File: config.mk
export PLATFORM = sky130hd
export DESIGN_NAME = square_wave_freq_meter
export DESIGN_NICKNAME = d
export VERILOG_FILES = /design/src/rtl/freq_meter_pkg.sv /design/src/rtl/seq_divider_u32.sv /design/src/rtl/square_wave_freq_meter.sv
export SDC_FILE = /design/constraint.sdc
export NUM_CORES = 1
export LEC_CHECK = 0
export ABC_AREA = 1
export BUFFER_PORTS_ARGS = -buffer_cell sky130_fd_sc_hd__buf_2
export CORE_UTILIZATION = 64
export CTS_CLUSTER_SIZE = 14
export DETAILED_ROUTE_END_ITERATION = 8
export GPL_ROUTABILITY_DRIVEN = 1
export GPL_TIMING_DRIVEN = 0
export PLACE_DENSITY = 0.81
export SLEW_MARGIN = 10
export SYNTH_ARGS = -nofsm -noshare
export SYNTH_HDL_FRONTEND = slang
export SYNTH_SLANG_ARGS = --single-unit
File: constraint.sdc
create_clock -name clk -period 2.51 [get_ports clk]
set_input_delay 0.1255 -clock clk [delete_from_list [all_inputs] [get_ports clk]]
set_output_delay 0.1255 -clock clk [all_outputs]
set_load 0.02 [all_outputs]
File: src/rtl/freq_meter_pkg.sv
// Shared types and constants for the square-wave frequency meter.
package freq_meter_pkg;

    localparam int CNT_W  = 32;
    localparam int FREQ_W = 16;

    localparam logic [FREQ_W-1:0] FREQ_SAT = 16'hFFFF;

    typedef enum logic [1:0] {
        IDLE    = 2'd0,
        MEASURE = 2'd1,
        DIVIDE  = 2'd2
    } meter_state_e;

    // Cycles without a rising edge before the input is declared silent.
    function automatic int timeout_cycles(input int clk_hz, input int min_hz);
        return clk_hz / min_hz;
    endfunction

endpackage

File: src/rtl/seq_divider_u32.sv
// Restoring unsigned divider: one load cycle, then one quotient bit per cycle.
// done_o and quotient_o are combinational on the final iteration cycle.
module seq_divider_u32
    import freq_meter_pkg::*;
#(
    parameter int W = CNT_W
) (
    input  logic         clk,
    input  logic         reset_n,
    input  logic         start_i,
    input  logic         abort_i,
    input  logic [W-1:0] dividend_i,
    input  logic [W-1:0] divisor_i,
    output logic         done_o,
    output logic [W-1:0] quotient_o
);
    localparam int STEP_W = $clog2(W + 1);

    logic [W-1:0]      rem_q, rem_d;
    logic [W-1:0]      quo_q, quo_d;
    logic [W-1:0]      dvs_q, dvs_d;
    logic [STEP_W-1:0] steps_q, steps_d;
    logic              run_q, run_d;
    logic [W:0]        shifted;

    always_comb begin
        rem_d      = rem_q;
        quo_d      = quo_q;
        dvs_d      = dvs_q;
        steps_d    = steps_q;
        run_d      = run_q;
        done_o     = 1'b0;
        shifted    = {rem_q, quo_q[W-1]};
        if (abort_i) begin
            run_d = 1'b0;
        end else if (start_i) begin
            rem_d   = '0;
            quo_d   = dividend_i;
            dvs_d   = divisor_i;
            steps_d = STEP_W'(W);
            run_d   = 1'b1;
        end else if (run_q) begin
            if (shifted >= {1'b0, dvs_q}) begin
                rem_d = W'(shifted - {1'b0, dvs_q});
                quo_d = {quo_q[W-2:0], 1'b1};
            end else begin
                rem_d = shifted[W-1:0];
                quo_d = {quo_q[W-2:0], 1'b0};
            end
            steps_d = steps_q - STEP_W'(1);
            if (steps_q == STEP_W'(1)) begin
                run_d  = 1'b0;
                done_o = 1'b1;
            end
        end
        quotient_o = quo_d;
    end

    always_ff @(posedge clk or negedge reset_n) begin
        if (!reset_n) begin
            rem_q   <= '0;
            quo_q   <= '0;
            dvs_q   <= '0;
            steps_q <= '0;
            run_q   <= 1'b0;
        end else begin
            rem_q   <= rem_d;
            quo_q   <= quo_d;
            dvs_q   <= dvs_d;
            steps_q <= steps_d;
            run_q   <= run_d;
        end
    end

endmodule

File: src/rtl/square_wave_freq_meter.sv
// Measures rising-edge period of audio_in and reports CLK_HZ / period in Hz.
//
// state   | meaning
// IDLE    | no reference edge yet; counter held at 0
// MEASURE | counting cycles since the last rising edge
// DIVIDE  | divider converting the captured period into Hz
module square_wave_freq_meter #(
    parameter int CLK_HZ = 50_000_000,
    parameter int MIN_HZ = 20,
    parameter int CNT_W  = freq_meter_pkg::CNT_W
) (
    input  logic                              clk,
    input  logic                              reset_n,
    input  logic                              audio_in,
    input  logic                              enable,
    output logic [freq_meter_pkg::FREQ_W-1:0] freq_hz,
    output logic                              freq_valid,
    output logic                              silent,
    output logic                              busy
);
    import freq_meter_pkg::*;

    localparam logic [CNT_W-1:0] TIMEOUT = CNT_W'(timeout_cycles(CLK_HZ, MIN_HZ));
    // Decide one cycle early so the silent pulse lands TIMEOUT cycles after the edge.
    localparam logic [CNT_W-1:0] TO_LAST = TIMEOUT - CNT_W'(2);

    meter_state_e      state_q, state_d;
    logic [CNT_W-1:0]  cnt_q, cnt_d;
    logic [FREQ_W-1:0] freq_q, freq_d;
    logic              valid_q, valid_d;
    logic              silent_q, silent_d;
    logic              s1_q, s2_q, s3_q;
    logic              rise;
    logic [CNT_W-1:0]  cnt_inc;
    logic              div_start;
    logic              div_done;
    logic [CNT_W-1:0]  div_quot;

    always_ff @(posedge clk or negedge reset_n) begin
        if (!reset_n) begin
            s1_q <= 1'b0;
            s2_q <= 1'b0;
            s3_q <= 1'b0;
        end else begin
            s1_q <= audio_in;
            s2_q <= s1_q;
            s3_q <= s2_q;
        end
    end

    assign rise    = s2_q & ~s3_q;
    assign cnt_inc = (cnt_q < TIMEOUT) ? cnt_q + CNT_W'(1) : cnt_q;

    always_comb begin
        state_d   = state_q;
        cnt_d     = cnt_q;
        freq_d    = freq_q;
        valid_d   = 1'b0;
        silent_d  = silent_q;
        div_start = 1'b0;
        if (!enable) begin
            state_d = IDLE;
            cnt_d   = '0;
        end else begin
            case (state_q)
                IDLE: begin
                    cnt_d = '0;
                    if (rise) state_d = MEASURE;
                end
                MEASURE: begin
                    if (rise) begin
                        cnt_d     = '0;
                        div_start = 1'b1;
                        state_d   = DIVIDE;
                    end else if (cnt_q >= TO_LAST) begin
                        cnt_d    = '0;
                        freq_d   = '0;
                        silent_d = 1'b1;
                        valid_d  = ~silent_q;
                        state_d  = IDLE;
                    end else begin
                        cnt_d = cnt_inc;
                    end
                end
                DIVIDE: begin
                    // Edges here only restart the period; they are not measured.
                    cnt_d = rise ? '0 : cnt_inc;
                    if (div_done) begin
                        freq_d   = (div_quot > CNT_W'(FREQ_SAT)) ? FREQ_SAT : div_quot[FREQ_W-1:0];
                        valid_d  = 1'b1;
                        silent_d = 1'b0;
                        state_d  = MEASURE;
                    end
                end
                default: state_d = IDLE;
            endcase
        end
    end

    always_ff @(posedge clk or negedge reset_n) begin
        if (!reset_n) begin
            state_q  <= IDLE;
            cnt_q    <= '0;
            freq_q   <= '0;
            valid_q  <= 1'b0;
            silent_q <= 1'b1;
        end else begin
            state_q  <= state_d;
            cnt_q    <= cnt_d;
            freq_q   <= freq_d;
            valid_q  <= valid_d;
            silent_q <= silent_d;
        end
    end

    seq_divider_u32 #(
        .W (CNT_W)
    ) u_div (
        .clk        (clk),
        .reset_n    (reset_n),
        .start_i    (div_start),
        .abort_i    (~enable),
        .dividend_i (CNT_W'(CLK_HZ)),
        .divisor_i  (cnt_q + CNT_W'(1)),
        .done_o     (div_done),
        .quotient_o (div_quot)
    );

    assign freq_hz    = freq_q;
    assign freq_valid = valid_q;
    assign silent     = silent_q;
    assign busy       = (state_q == DIVIDE);

endmodule

==> results by group <==
Outcome
  • Status: completed

Route
  • Routed wire length: 29500 um
  • Post-DRT Antenna Nets: 0
  • DRC: 0
  • Via count: 10500
  • Vias per cell: 5.67
  • Initial DRC count: 1020
  • WL/cell: 16.0 um
  • Pre-antenna DRT Iters: 7

Synthesis
  • Synthesized Nets: 1618
  • Main combinational cell family by area after synthesis: simple AND/OR/NAND/NOR gates
  • Most frequent cells after synthesis: nand2_1 (545), inv_1 (244), dfrtp_1 (157)
  • Syn Area/Cell: 6.67 um^2
  • Adder-Cell Fraction of Synth Area: 4.72%
  • Post-synth EDFFs: 0
  • Async set or reset register ratio after synthesis: 100%
  • Xor/xnor share of the synthesized area: 2.58%
  • Cell taking the most area after synthesis: dfrtp_1
  • Main synth FF type: dfrtp_1
  • Synth Area in Simple Gates: 34.6%
  • Post-synthesis sequential area ratio: 37.6%
  • Count leader, synth: nand2_1
  • Post-Syn Area: 10500 um^2
  • Yosys cell types: 40
  • Yosys reg bits: 158
  • Yosys Warn Count: 0
  • Mux contribution to synthesized area: 0%
  • Synth Instances: 1575
  • Top cell type's share of synthesized area: 37.4%
  • Synth Area in Compound Gates: 9.24%
  • Top cells by area, synth: dfrtp_1 (37%), nand2_1 (19%), inv_1 (8.7%)

Power and ir drop
  • Pwr Total: 15.2 mW
  • Pwr Density: 1290 nW/um^2
  • Static leakage: 6.22 nW
  • VDD IR max: 0.723 mV

Floorplan
  • # IOs: 23
  • Die ar.: 16900 um^2
  • Die Ht: 130 um
  • Die width: 130 um
  • Initial Util: 65.9%
  • # rows: 46
  • Core Box Area: 15900 um^2

GRT
  • GRT overflow: 0
  • Number of global-route vias before repair: 9338
  • Initial antenna violation count: 0
  • First-pass GRT wire length: 46500 um
  • GRT Util Overall: 36.2%
  • Largest net degree at the start of global routing: 98

Timing
  • Final setup fails: 0
  • Worst Tran Pin Value: 0.768 ns
  • Setup TNS: 0 ns
  • Fin crit share: 98.5%
  • Min Tclk post-route: 2.47 ns
  • Clock Skew: 0.0142 ns
  • Slew Limit Fails: 0
  • Final hold violation count: 0
  • Max frequency: 405 MHz
  • Slew HR: 48.8%

Placement
  • GPL Wtd Cong: 1.03
  • Post-DP HPWL: 21900 um
  • Inst Count DP: 1813
  • Number of I/O port buffers: 21

Run
  • # Max-Cap Violations: 0

Worst setup path
  • Worst path arrival time: 2.79 ns
  • FF-to-FF setup slack: 0.04 ns
  • Worst path required time: 2.83 ns
  • Max FO, Critical Path: 10
  • Crit path capture type: flip-flop
  • Startpoint Class: flip-flop
  • Worst Setup Path Type: reg -> reg

Finish
  • Share of layout cells above drive strength 1: 8.57%
  • Ant. Diodes: 0
  • Layout fillers: 1291
  • Post-layout util: 74.1%
  • Area Growth Syn to Fin: 12.4%
  • Finished Layout Cells: 1850
  • Fin nets: 1664

Clock network
  • Clk sink count: 158
  • CTS Root Buffer Type: clkbuf_16
  • Later-pin clock latency in the skew report: 0.44 ns
  • CTS tree: done
  • Clock transition at path regs: 0.07 ns
  • H-Tree Depth: 4
  • Cts bufs inserted: 17
  • Clk buf depth: 2

Worst hold path
  • Worst hold path type: in -> reg
[state kept, by name, indices dropped and copies added, names as in the netlist]
| register | count |
|---|---|
| u_div.quo_q | 32 |
| u_div.dvs_q | 32 |
| u_div.run_q | 1 |
| freq_valid | 1 |
| silent | 1 |
| s3_q | 1 |
| freq_hz | 16 |
| u_div.rem_q | 32 |
| cnt_q | 32 |
| state_q | 2 |
| u_div.steps_q | 6 |
| s1_q | 1 |
| s2_q | 1 |
[cell type report]
class | count | area (um^2) | share of cell area (%)
buffer | 48 | 260 | 2.20
clock buffer | 19 | 443 | 3.75
clock inverter | 13 | 168 | 1.42
inverter | 252 | 946 | 8.01
multi-input combinational | 1116 | 5570 | 47.2
sequential | 158 | 3960 | 33.5
tap | 216 | 270 | 2.29
timing repair buffer | 28 | 193 | 1.63
[layer usage]
metal / global-route usage [%] / part of all wire [%] / vias to the layer above
li1: - / - / 5089
met1: 51.3 / 45 / 4915
met2: 55.5 / 45 / 431
met3: 4.76 / 6.8 / 60
met4: 15.7 / 3.1 / 0
met5: 0 / 0 / -
[through the flow]
stage / hold slack [ns] / instance area [um^2] / setup WS (ns)
2_1_floorplan: -0.170 / 10500 / 0.388
3_3_place_gp: 0.234 / 10900 / -1.01
3_5_place_dp: 0.0831 / 10900 / -0.397
4_1_cts: 0.0228 / 11600 / 0.00930
5_1_grt: 0.0261 / 11800 / -0.106
6_report: 0.0237 / 11800 / 0.0378
[timing repair]
item,4_1_cts,5_1_grt
setup endpoints to repair,33,61
pin swaps,0,2
resized for setup,11,47
hold buffers,2,0
hold endpoints to repair,62,0
buffers inserted,0,4
[power breakdown]
part / leakage [nW] / internal (mW) / switching (mW) / total, mW
Clock: 0.296 / 1.53 / 1.20 / 2.74
Sequential: 2.10 / 3.06 / 0.336 / 3.40
Combinational: 3.82 / 3.06 / 6.00 / 9.06
[layout by cell type, fill, tap and decap left out, drive strengths merged, types with 2 or more instances in the layout]
| cell | count |
|---|---|
| clkbuf | 41 |
| o21bai | 5 |
| buf | 52 |
| nor2 | 105 |
| nor4 | 5 |
| or2 | 4 |
| xnor2 | 12 |
| nand2 | 549 |
| and2 | 3 |
| nand3b | 15 |
| nand4 | 39 |
| ha | 38 |
| nand3 | 128 |
| xor2 | 19 |
| o21ai | 111 |
| bufinv | 2 |
| nor3 | 14 |
| o22ai | 23 |
| clkinv | 6 |
| dlygate4sd3 | 2 |
| inv | 256 |
| a21oi | 43 |
| dfrtp | 157 |
[path summary, 6_finish.rpt]
kind | from | endpoint | cells past startpoint
max in group asynchronous | reset_n | cnt_q[15] | 3
hold reg to reg | s1_q | s2_q | 0
setup reg to reg | u_div.rem_q[19] | u_div.rem_q[18] | 13
min in group asynchronous | reset_n | u_div.rem_q[8] | 2
hold / removal | enable | u_div.quo_q[28] | 3
setup / recovery | u_div.rem_q[19] | u_div.rem_q[18] | 13
[logic make-up (layout without fill, tap and decap cells)]
group                      Yosys count  in the layout
and+or+nand+nor                    862            862
DFF                                158            158
xor gates and xnor gates            31             31
adders and majority gates           39             39
buffers and inverters              301            360
AOI/OAI and AO/OA                  184            184
[critical path, stage by stage, from the launching register on]
cell and delay (ns):
dfrtp_1 0.40, ha_2 0.40, nand2_1 0.14, nor2_2 0.18, nand2_1 0.12, nor2_2 0.17, nand2_1 0.12, nand2_1 0.08
nor2_1 0.06, nand2_2 0.15, buf_6 0.19, nand3_1 0.16, nand3_1 0.11, nand2_1 0.07
Power figures use the tool's default switching activity.
